### src/rtl/axi_rd_mem_responder_pkg.sv
// Shared encodings for the read-only AXI memory responder:
// burst types, FSM states and the response code.
package axi_rd_mem_responder_pkg;

  localparam logic [1:0] BURST_FIXED = 2'b00;
  localparam logic [1:0] BURST_INCR  = 2'b01;
  localparam logic [1:0] BURST_WRAP  = 2'b10;

  localparam logic [1:0] RRESP_OKAY  = 2'b00;

  typedef enum logic [1:0] {
    ST_IDLE  = 2'd0,
    ST_BURST = 2'd1,
    ST_DRAIN = 2'd2
  } state_t;

  // WRAP bursts are only honoured for 2, 4, 8 or 16 beats.
  function automatic logic wrap_len_ok(input logic [7:0] len);
    return (len == 8'd1) || (len == 8'd3) || (len == 8'd7) || (len == 8'd15);
  endfunction

endpackage

### src/rtl/axi_rd_mem_responder_fifo.sv
// Two-entry synchronous FIFO holding {last, data} for the R channel.
// The caller never pushes into a full FIFO nor pops an empty one.
module axi_rd_mem_responder_fifo #(
  parameter int W = 65
) (
  input  logic         clk,
  input  logic         rst,
  input  logic         push,
  input  logic [W-1:0] push_data,
  input  logic         pop,
  output logic [W-1:0] head,
  output logic [1:0]   count
);

  logic [W-1:0] mem [0:1];
  logic         wr_ptr;
  logic         rd_ptr;

  // Storage, pointers and occupancy; reset clears contents so the head reads zero.
  always_ff @(posedge clk) begin
    if (rst) begin
      mem[0] <= '0;
      mem[1] <= '0;
      wr_ptr <= 1'b0;
      rd_ptr <= 1'b0;
      count  <= 2'd0;
    end else begin
      if (push) begin
        mem[wr_ptr] <= push_data;
        wr_ptr      <= ~wr_ptr;
      end
      if (pop) begin
        rd_ptr <= ~rd_ptr;
      end
      case ({push, pop})
        2'b10:   count <= count + 2'd1;
        2'b01:   count <= count - 2'd1;
        default: count <= count;
      endcase
    end
  end

  assign head = mem[rd_ptr];

endmodule

### src/rtl/axi_rd_mem_responder.sv
// AXI4 read-only responder in front of a 64-bit single-port memory.
// One burst outstanding at a time. Reads are issued against a two-slot
// credit (FIFO entries plus the read whose data is still on Q), so the
// R channel can stream one beat per cycle while RREADY stays high.
//
// Handshakes: a transfer happens on a rising ACLK edge where VALID and
// READY are both high; a VALID source holds its payload stable until that
// edge, and READY may be asserted independently of VALID.
module axi_rd_mem_responder
  import axi_rd_mem_responder_pkg::*;
#(
  parameter int AXI4_ADDRESS_WIDTH = 32,
  parameter int AXI4_RDATA_WIDTH   = 64,
  parameter int AXI4_ID_WIDTH      = 7,
  parameter int AXI4_USER_WIDTH    = 4,
  parameter int MEM_ADDR_WIDTH     = 20
) (
  input  logic                          ACLK,
  input  logic                          ARESET,

  input  logic                          ARVALID_i,
  input  logic [AXI4_ADDRESS_WIDTH-1:0] ARADDR_i,
  input  logic [7:0]                    ARLEN_i,
  input  logic [2:0]                    ARSIZE_i,
  input  logic [1:0]                    ARBURST_i,
  input  logic [AXI4_ID_WIDTH-1:0]      ARID_i,
  input  logic [AXI4_USER_WIDTH-1:0]    ARUSER_i,
  output logic                          ARREADY_o,

  output logic                          RVALID_o,
  output logic [AXI4_RDATA_WIDTH-1:0]   RDATA_o,
  output logic [1:0]                    RRESP_o,
  output logic                          RLAST_o,
  output logic [AXI4_ID_WIDTH-1:0]      RID_o,
  output logic [AXI4_USER_WIDTH-1:0]    RUSER_o,
  input  logic                          RREADY_i,

  output logic                          CEN,
  output logic [MEM_ADDR_WIDTH-1:0]     A,
  input  logic [AXI4_RDATA_WIDTH-1:0]   Q
);

  state_t                        state;
  logic                          arready_q;
  logic [AXI4_ADDRESS_WIDTH-1:0] cur_addr;
  logic [7:0]                    len_q;
  logic [1:0]                    size_q;
  logic [1:0]                    mode_q;
  logic [8:0]                    beats_left;
  logic [AXI4_ID_WIDTH-1:0]      id_q;
  logic [AXI4_USER_WIDTH-1:0]    user_q;
  logic                          in_flight;
  logic                          in_flight_last;

  logic [AXI4_RDATA_WIDTH:0]     fifo_head;
  logic [1:0]                    fifo_count;
  logic                          rvalid;
  logic                          pop;
  logic [2:0]                    occupancy;
  logic                          issue;
  logic                          issue_last;

  logic [AXI4_ADDRESS_WIDTH-1:0] step;
  logic [AXI4_ADDRESS_WIDTH-1:0] wrap_mask;
  logic [AXI4_ADDRESS_WIDTH-1:0] incr_addr;
  logic [AXI4_ADDRESS_WIDTH-1:0] next_addr;

  // Read issue: occupancy counts a beat leaving this cycle, so a stream can
  // keep one read in flight and one beat buffered indefinitely.
  always_comb begin
    rvalid     = (fifo_count != 2'd0);
    pop        = rvalid & RREADY_i;
    occupancy  = {1'b0, fifo_count} + {2'b00, in_flight} - {2'b00, pop};
    issue      = (state == ST_BURST) && (beats_left != 9'd0) && (occupancy < 3'd2);
    issue_last = (beats_left == 9'd1);
  end

  // Next burst address; the mode was already resolved when the AR was latched.
  always_comb begin
    step      = AXI4_ADDRESS_WIDTH'(1) << size_q;
    wrap_mask = (AXI4_ADDRESS_WIDTH'({1'b0, len_q} + 9'd1) << size_q)
                - AXI4_ADDRESS_WIDTH'(1);
    incr_addr = cur_addr + step;
    next_addr = incr_addr;
    case (mode_q)
      BURST_FIXED: next_addr = cur_addr;
      BURST_WRAP:  next_addr = (cur_addr & ~wrap_mask) | (incr_addr & wrap_mask);
      default:     next_addr = incr_addr;
    endcase
  end

  // Control FSM: accept AR, issue reads, wait for the RLAST handshake.
  always_ff @(posedge ACLK) begin
    if (ARESET) begin
      state          <= ST_IDLE;
      arready_q      <= 1'b0;
      cur_addr       <= '0;
      len_q          <= 8'd0;
      size_q         <= 2'd0;
      mode_q         <= BURST_INCR;
      beats_left     <= 9'd0;
      id_q           <= '0;
      user_q         <= '0;
      in_flight      <= 1'b0;
      in_flight_last <= 1'b0;
    end else begin
      in_flight      <= issue;
      in_flight_last <= issue & issue_last;
      case (state)
        ST_IDLE: begin
          if (ARVALID_i && arready_q) begin
            cur_addr   <= ARADDR_i;
            len_q      <= ARLEN_i;
            size_q     <= (ARSIZE_i > 3'd3) ? 2'd3 : ARSIZE_i[1:0];
            if (ARBURST_i == BURST_FIXED) begin
              mode_q <= BURST_FIXED;
            end else if (ARBURST_i == BURST_WRAP && wrap_len_ok(ARLEN_i)) begin
              mode_q <= BURST_WRAP;
            end else begin
              mode_q <= BURST_INCR;
            end
            beats_left <= {1'b0, ARLEN_i} + 9'd1;
            id_q       <= ARID_i;
            user_q     <= ARUSER_i;
            arready_q  <= 1'b0;
            state      <= ST_BURST;
          end else begin
            arready_q <= 1'b1;
          end
        end
        ST_BURST: begin
          if (issue) begin
            cur_addr   <= next_addr;
            beats_left <= beats_left - 9'd1;
            if (issue_last) begin
              state <= ST_DRAIN;
            end
          end
        end
        ST_DRAIN: begin
          if (pop && fifo_head[AXI4_RDATA_WIDTH]) begin
            state     <= ST_IDLE;
            arready_q <= 1'b1;
          end
        end
        default: begin
          state     <= ST_IDLE;
          arready_q <= 1'b0;
        end
      endcase
    end
  end

  axi_rd_mem_responder_fifo #(
    .W (AXI4_RDATA_WIDTH + 1)
  ) u_fifo (
    .clk       (ACLK),
    .rst       (ARESET),
    .push      (in_flight),
    .push_data ({in_flight_last, Q}),
    .pop       (pop),
    .head      (fifo_head),
    .count     (fifo_count)
  );

  assign ARREADY_o = arready_q;
  assign RVALID_o  = rvalid;
  assign RDATA_o   = fifo_head[AXI4_RDATA_WIDTH-1:0];
  assign RLAST_o   = fifo_head[AXI4_RDATA_WIDTH];
  assign RID_o     = id_q;
  assign RUSER_o   = user_q;
  assign RRESP_o   = RRESP_OKAY;
  assign CEN       = ~issue;
  assign A         = issue ? cur_addr[MEM_ADDR_WIDTH+2:3] : '0;

endmodule
### config.mk
export PLATFORM = sky130hd
export DESIGN_NAME = axi_rd_mem_responder
export DESIGN_NICKNAME = d
export VERILOG_FILES = /design/src/rtl/axi_rd_mem_responder_pkg.sv /design/src/rtl/axi_rd_mem_responder_fifo.sv /design/src/rtl/axi_rd_mem_responder.sv
export SDC_FILE = /design/constraint.sdc
export NUM_CORES = 1
export LEC_CHECK = 0
export ABC_CLOCK_PERIOD_IN_PS = 6100
export CORE_ASPECT_RATIO = 1.4
export CORE_UTILIZATION = 52
export CTS_CLUSTER_DIAMETER = 40
export CTS_CLUSTER_SIZE = 14
export DETAILED_ROUTE_END_ITERATION = 16
export PLACE_DENSITY = 0.8
export SYNTH_ARGS = -nofsm -noshare
export SYNTH_HDL_FRONTEND = slang
export SYNTH_SLANG_ARGS = --single-unit
### constraint.sdc
create_clock -name ACLK -period 6.1 [get_ports ACLK]
set_input_delay 0.915 -clock ACLK [delete_from_list [all_inputs] [get_ports ACLK]]
set_output_delay 0.915 -clock ACLK [all_outputs]
set_load 0.05 [all_outputs]
**Yosys cells after proc, flatten, opt, wreduce, memory -nomap -nowiden**

Memory sizes are Yosys's and may differ from the RTL's. A register that Yosys moved wholly into a read port is not among the register bits.
Cells that the tools add are included.

- Flip-flop bits (word level): 73
- RAM bits: 130
- Bits of input ports: 124
- Output and inout port bits: 101
- Memories: 1

- Add/subtract/negate cells: 9
- Magnitude comparators: 2
- Eq/ne operators: 16
- Shift operators: 2
- Muxes and demuxes: 30
- Bitwise logic cells: 10
- Reductions and logical operators: 21

Memories:

| name | depth | bits a word | rd ports | clocked after memory_dff | wr ports | RTL line | text |
|---|---|---|---|---|---|---|---|
| u_fifo.mem | 2 | 65 | 1 | 1 | 2 | axi_rd_mem_responder_fifo.sv:15 | `logic [W-1:0] mem [0:1];` |

Operators with widths:

| kind | number |
|---|---|
| 32-bit case mux with 2 select lines | 2 |
| 65-bit 2-to-1 mux | 1 |
| 65-bit OR reduction | 1 |
| 32-bit bitwise AND | 2 |
| 32-bit 2-to-1 mux | 2 |
| 32-bit adder | 1 |
| 32-bit NOT | 1 |
| 32-bit OR | 1 |
| 1-bit by 2-bit << shifter with 32-bit output, first input constant | 1 |
| 9-bit by 2-bit << shifter with 32-bit output | 1 |
| 32-bit by 1-bit subtractor with 32-bit output, second input constant | 1 |
| 20-bit 2-to-1 mux | 1 |
| 8-bit by 1-bit adder with 9-bit output, second input constant | 2 |
| 9-bit 2-to-1 mux | 2 |
| 9-bit case mux with 2 select lines | 1 |
| 2-bit 2-to-1 mux | 7 |
| 1-bit 2-to-1 mux | 11 |
| 2-bit inequality test, second input constant | 5 |
| 9-bit by 1-bit == test with 1-bit output, second input constant | 1 |
| 9-bit nonzero test | 1 |
| 9-bit by 1-bit subtractor with 9-bit output, second input constant | 1 |
| 2-bit == test, second input constant | 4 |
| 8-bit by 1-bit == test with 1-bit output, second input constant | 1 |
| 8-bit by 2-bit == test with 1-bit output, second input constant | 1 |
| other kinds (21) | 38 |

**Depth between registers and ports, before layout**

- Depth in word-level cells: 9
- Depth in mapped cells: 15
- Mapped depth without buffers: 14

**Modules after synthesis**

A second synthesis with hierarchy kept.

- Cells, all modules: 1068
- Area, all modules: 10446.3 um^2

Modules (own cells, without submodules):

| module | times used | cells each | area each (um^2) |
|---|---|---|---|
| axi_rd_mem_responder_fifo | 1 | 441 | 5904.4 |
| axi_rd_mem_responder | 1 | 627 | 4541.9 |

**Least setup slack after synthesis**

OpenSTA, ideal clock, no wires.

- Path kind: register to register
- Start: reg in_flight
- End: mem u_fifo.mem[0][0] (enable)
- Setup time: 0.578 ns
- Data arrival time: 5.007 ns
- Data required time: 5.522 ns
- Slack: 0.516 ns
- Cell stages (with the launch flop): 3
- Clock period less this slack: 5.584 ns
- Path through: dfxtp_1 -> inv_1 -> o21ai_0

RTL lines:

| item | RTL line | text |
|---|---|---|
| from (decl) | axi_rd_mem_responder.sv:52 | `logic in_flight;` |
| from (signal assigned) | axi_rd_mem_responder.sv:107 | `in_flight <= issue;` |
| to (decl) | axi_rd_mem_responder_fifo.sv:15 |  |

**Worst setup path after layout**

- Start: in RREADY_i
- End: out A[5]

- Longest elaborated chain between the ends: 5

Ends and longest elaborated chain:

| item | RTL line | text |
|---|---|---|
| from (decl) | axi_rd_mem_responder.sv:36 | `input logic RREADY_i,` |
| 1-bit bitwise AND | axi_rd_mem_responder.sv:72 | `pop = rvalid & RREADY_i;` |
| via pop | axi_rd_mem_responder.sv:58 | `logic pop;` |
| 3-bit by 1-bit subtractor with 3-bit output | axi_rd_mem_responder.sv:73 | `occupancy = {1'b0, fifo_count} + {2'b00, in_flight} - {2'b00, pop};` |
| 3-bit by 2-bit < comparator with 1-bit output | axi_rd_mem_responder.sv:74 | `issue = (state == ST_BURST) && (beats_left != 9'd0) && (occupancy < 3'd2);` |
| 1-bit logical AND | axi_rd_mem_responder.sv:74 |  |
| 20-bit 2-to-1 mux | axi_rd_mem_responder.sv:174 | `assign A = issue ? cur_addr[MEM_ADDR_WIDTH+2:3] : '0;` |
| to (decl) | axi_rd_mem_responder.sv:39 | `output logic [MEM_ADDR_WIDTH-1:0] A,` |

The timed path passes the listed nets, and every way through them passes these cells.

==> impl_metrics.json <==
{
  "grt_pass1_wl_um": 40200,
  "rsz0062_at_grt": "no",
  "vias": 8162,
  "clkPwrFrac": 0.308,
  "synth_top_area_share": 0.377,
  "clk_pin_slew_worst_paths_ps": 70,
  "fin_hold_ws_ps": 454,
  "synth_ff_type": "edfxtp_1",
  "start_util": 0.535,
  "drv_cap": 0,
  "rows": 60,
  "first_pass_iters": 5,
  "root_buffer": "clkbuf_16",
  "worst_clock_skew_ps": 20.1,
  "setup_viol": 0,
  "status": "complete, no violations",
  "crit_path_top_delay_cell": "clkdlybuf4s50_1",
  "wl_per_cell_um": 17.7,
  "numCtsBuffers": 17,
  "dpl.hpwl_um": 17700,
  "antenna_found_initial": 0,
  "p_leak_nw": 4.89,
  "fin_area_um2": 13300,
  "synthesis.area_um2": 10400,
  "seq_area_um2": 5210,
  "ys_ff_latch": 195,
  "seq_area_frac_synth": 0.502,
  "vias_per_cell": 5.64,
  "finalCritPeriodShare": 0.824,
  "powerDensity_nw_per_um2": 275,
  "cp-end-kind": "output pin",
  "crit_fanout": 22,
  "nNetsFinal": 1324,
  "fillers": 1534,
  "crit_chain": "clkdlybuf4s50_1 -> nand2_1 -> inv_1 -> ha_1 -> nand2b_1 -> fa_1 -> nand3b_1 -> a311oi_2 -> buf_4 -> inv_1 -> nor2_1 -> clkdlybuf4s50_1",
  "synth_edf_count": 130,
  "globalplace.congestion": 0.917,
  "placed_area_um2": 12700,
  "n_antenna_cell": 0,
  "drt_wl_total_um": 25600,
  "path_buf_inv": 5,
  "power_frac_seq": 0.434,
  "p_int_w": 0.00244,
  "hold_viol_final": 0,
  "die_h_um": 169,
  "multi_input_area_um2": 4840,
  "tightest_slew_ps": 974,
  "ctsHoldBuffers": 0,
  "worstPathArrival_ps": 4110,
  "path_delay_family": "buffers and inverters",
  "critPathKind": "in -> out",
  "finalMaxSlewViolations": 0,
  "cts_sinks": 195,
  "die_x_um": 121,
  "yosysWarningCount": 0,
  "combPwrFrac": 0.259,
  "synth.area.top_cells": "edfxtp_1, dfxtp_1, and2_1",
  "p_switching_w": 0.00121,
  "cpPeakStageDelay_ps": 810,
  "io_buffers": 213,
  "pin_count": 225,
  "max-vdd-ir-drop_mv": 0.160,
  "fmax_mhz": 199,
  "die-area_um2": 20500,
  "hp-class": "reg -> reg",
  "cts_resized": 0,
  "finalSetupTns_ps": 0,
  "core_area_um2": 19400,
  "clock_latency_ps": 440,
  "syn_inst": 1005,
  "area_growth_pct": 28.0,
  "period_minus_slack_ps": 5020,
  "synth_top_area_cell": "edfxtp_1",
  "h-tree-depth": 4,
  "switching_share": 0.332,
  "grt_pass1_vias": 7976,
  "drc": 0,
  "async_reset_ff_frac": 0,
  "grt_max_degree": 67,
  "cp-start-kind": "primary input",
  "relSlewSlack": 0.350,
  "post_synth_num_cell_types": 77,
  "cts_tree": "done",
  "grt.overflow.total": 0,
  "grt_util_all_layers": 0.251,
  "drive_above_1_share": 0.115,
  "post_cts_buffers": 0,
  "initialDrtViolationCount": 555,
  "clockBufferDepth": 2,
  "avgSynthCellArea_um2": 10.3,
  "ant_nets": 0,
  "cp.required_ps": 5180
}
-- cells by family after synthesis --
group	share of synthesized area
DFF	0.502
xor gates and xnor gates	0.0220
and+or+nand+nor	0.219
buffers and inverters	0.0335
other	0.000362
adders and majority gates	0.0184
AOI/OAI and AO/OA	0.127
muxes	0.0775
-- layout make-up --
type                            instances  share of cell area
Inverter                               19             0.00538
Clock inverter                         15              0.0133
Tap cell                              248              0.0234
Sequential cell                       195               0.393
Timing Repair Buffer                  226               0.168
Multi-Input combinational cell        727               0.365
Clock buffer                           17              0.0321
-- cells in the mapped netlist, types with 13 or more instances --
cell type,n
nor2_1,62
mux2_2,66
nand2_1,104
clkbuf_1,46
xnor2_1,14
nand3_1,19
nand2b_1,13
a21oi_1,57
inv_1,17
o21ai_0,32
and2_1,151
edfxtp_1,130
dfxtp_1,65
-- layout by cell type (no fill, tap or decap), types with 19 or more instances in the layout --
| cell | instances |
|---|---|
| mux2_2 | 66 |
| o21ai_0 | 31 |
| clkdlybuf4s50_1 | 212 |
| and2_1 | 151 |
| nor2_1 | 62 |
| nand2_1 | 104 |
| nand3_1 | 19 |
| edfxtp_1 | 130 |
| dfxtp_1 | 64 |
| a21oi_1 | 57 |
-- per-stage QoR --
stage | setup WS [ps] | std cells | util | power (W)
finish | 1080 | 1447 | 0.684 | 0.00365
global route | 917 | 1447 | 0.684 | 0.00380
CTS | 1070 | 1447 | 0.684 | 0.00368
detailed placement | 961 | 1415 | 0.653 | 0.00255
global placement | 1070 | 1415 | 0.653 | 0.00253
floorplan | 516 | 1006 | - | 0.00223
-- tightest hold or removal path, stage by stage, from the launching register on --
cell and delay [ps]:
dfxtp_1 310, nand2_1 50, a21oi_1 50
-- layer usage --
metal  global-route usage  wire length (µm)  vias up
met5                    0                 0        -
met4               0.0945               694        0
met3               0.0546              1370       40
met2                0.451             13400      254
met1                0.289             10100     3899
li1                     -                 -     3969
-- power groups by stage --
stage / Clock, W / Sequential (W) / Combinational [W]
after global routing: 0.00120 / 0.00159 / 0.00101
after CTS: 0.00115 / 0.00158 / 0.000946
final: 0.00112 / 0.00158 / 0.000944
after detailed placement: 0 / 0.00161 / 0.000941
after global placement: 0 / 0.00161 / 0.000928
after floorplan: 0 / 0.00159 / 0.000641
-- path summary, 6_finish.rpt --
kind                   startpoint  cells past startpoint  slack, ps  endpoint
hold / removal           RID_o[2]                      2        450  RID_o[2]
hold reg to reg          RID_o[2]                      2        450  RID_o[2]
setup / recovery         RREADY_i                     12       1080      A[5]
setup reg to reg  u_fifo.count[1]                     17       1590      flop
Power figures use the tool's default switching activity.
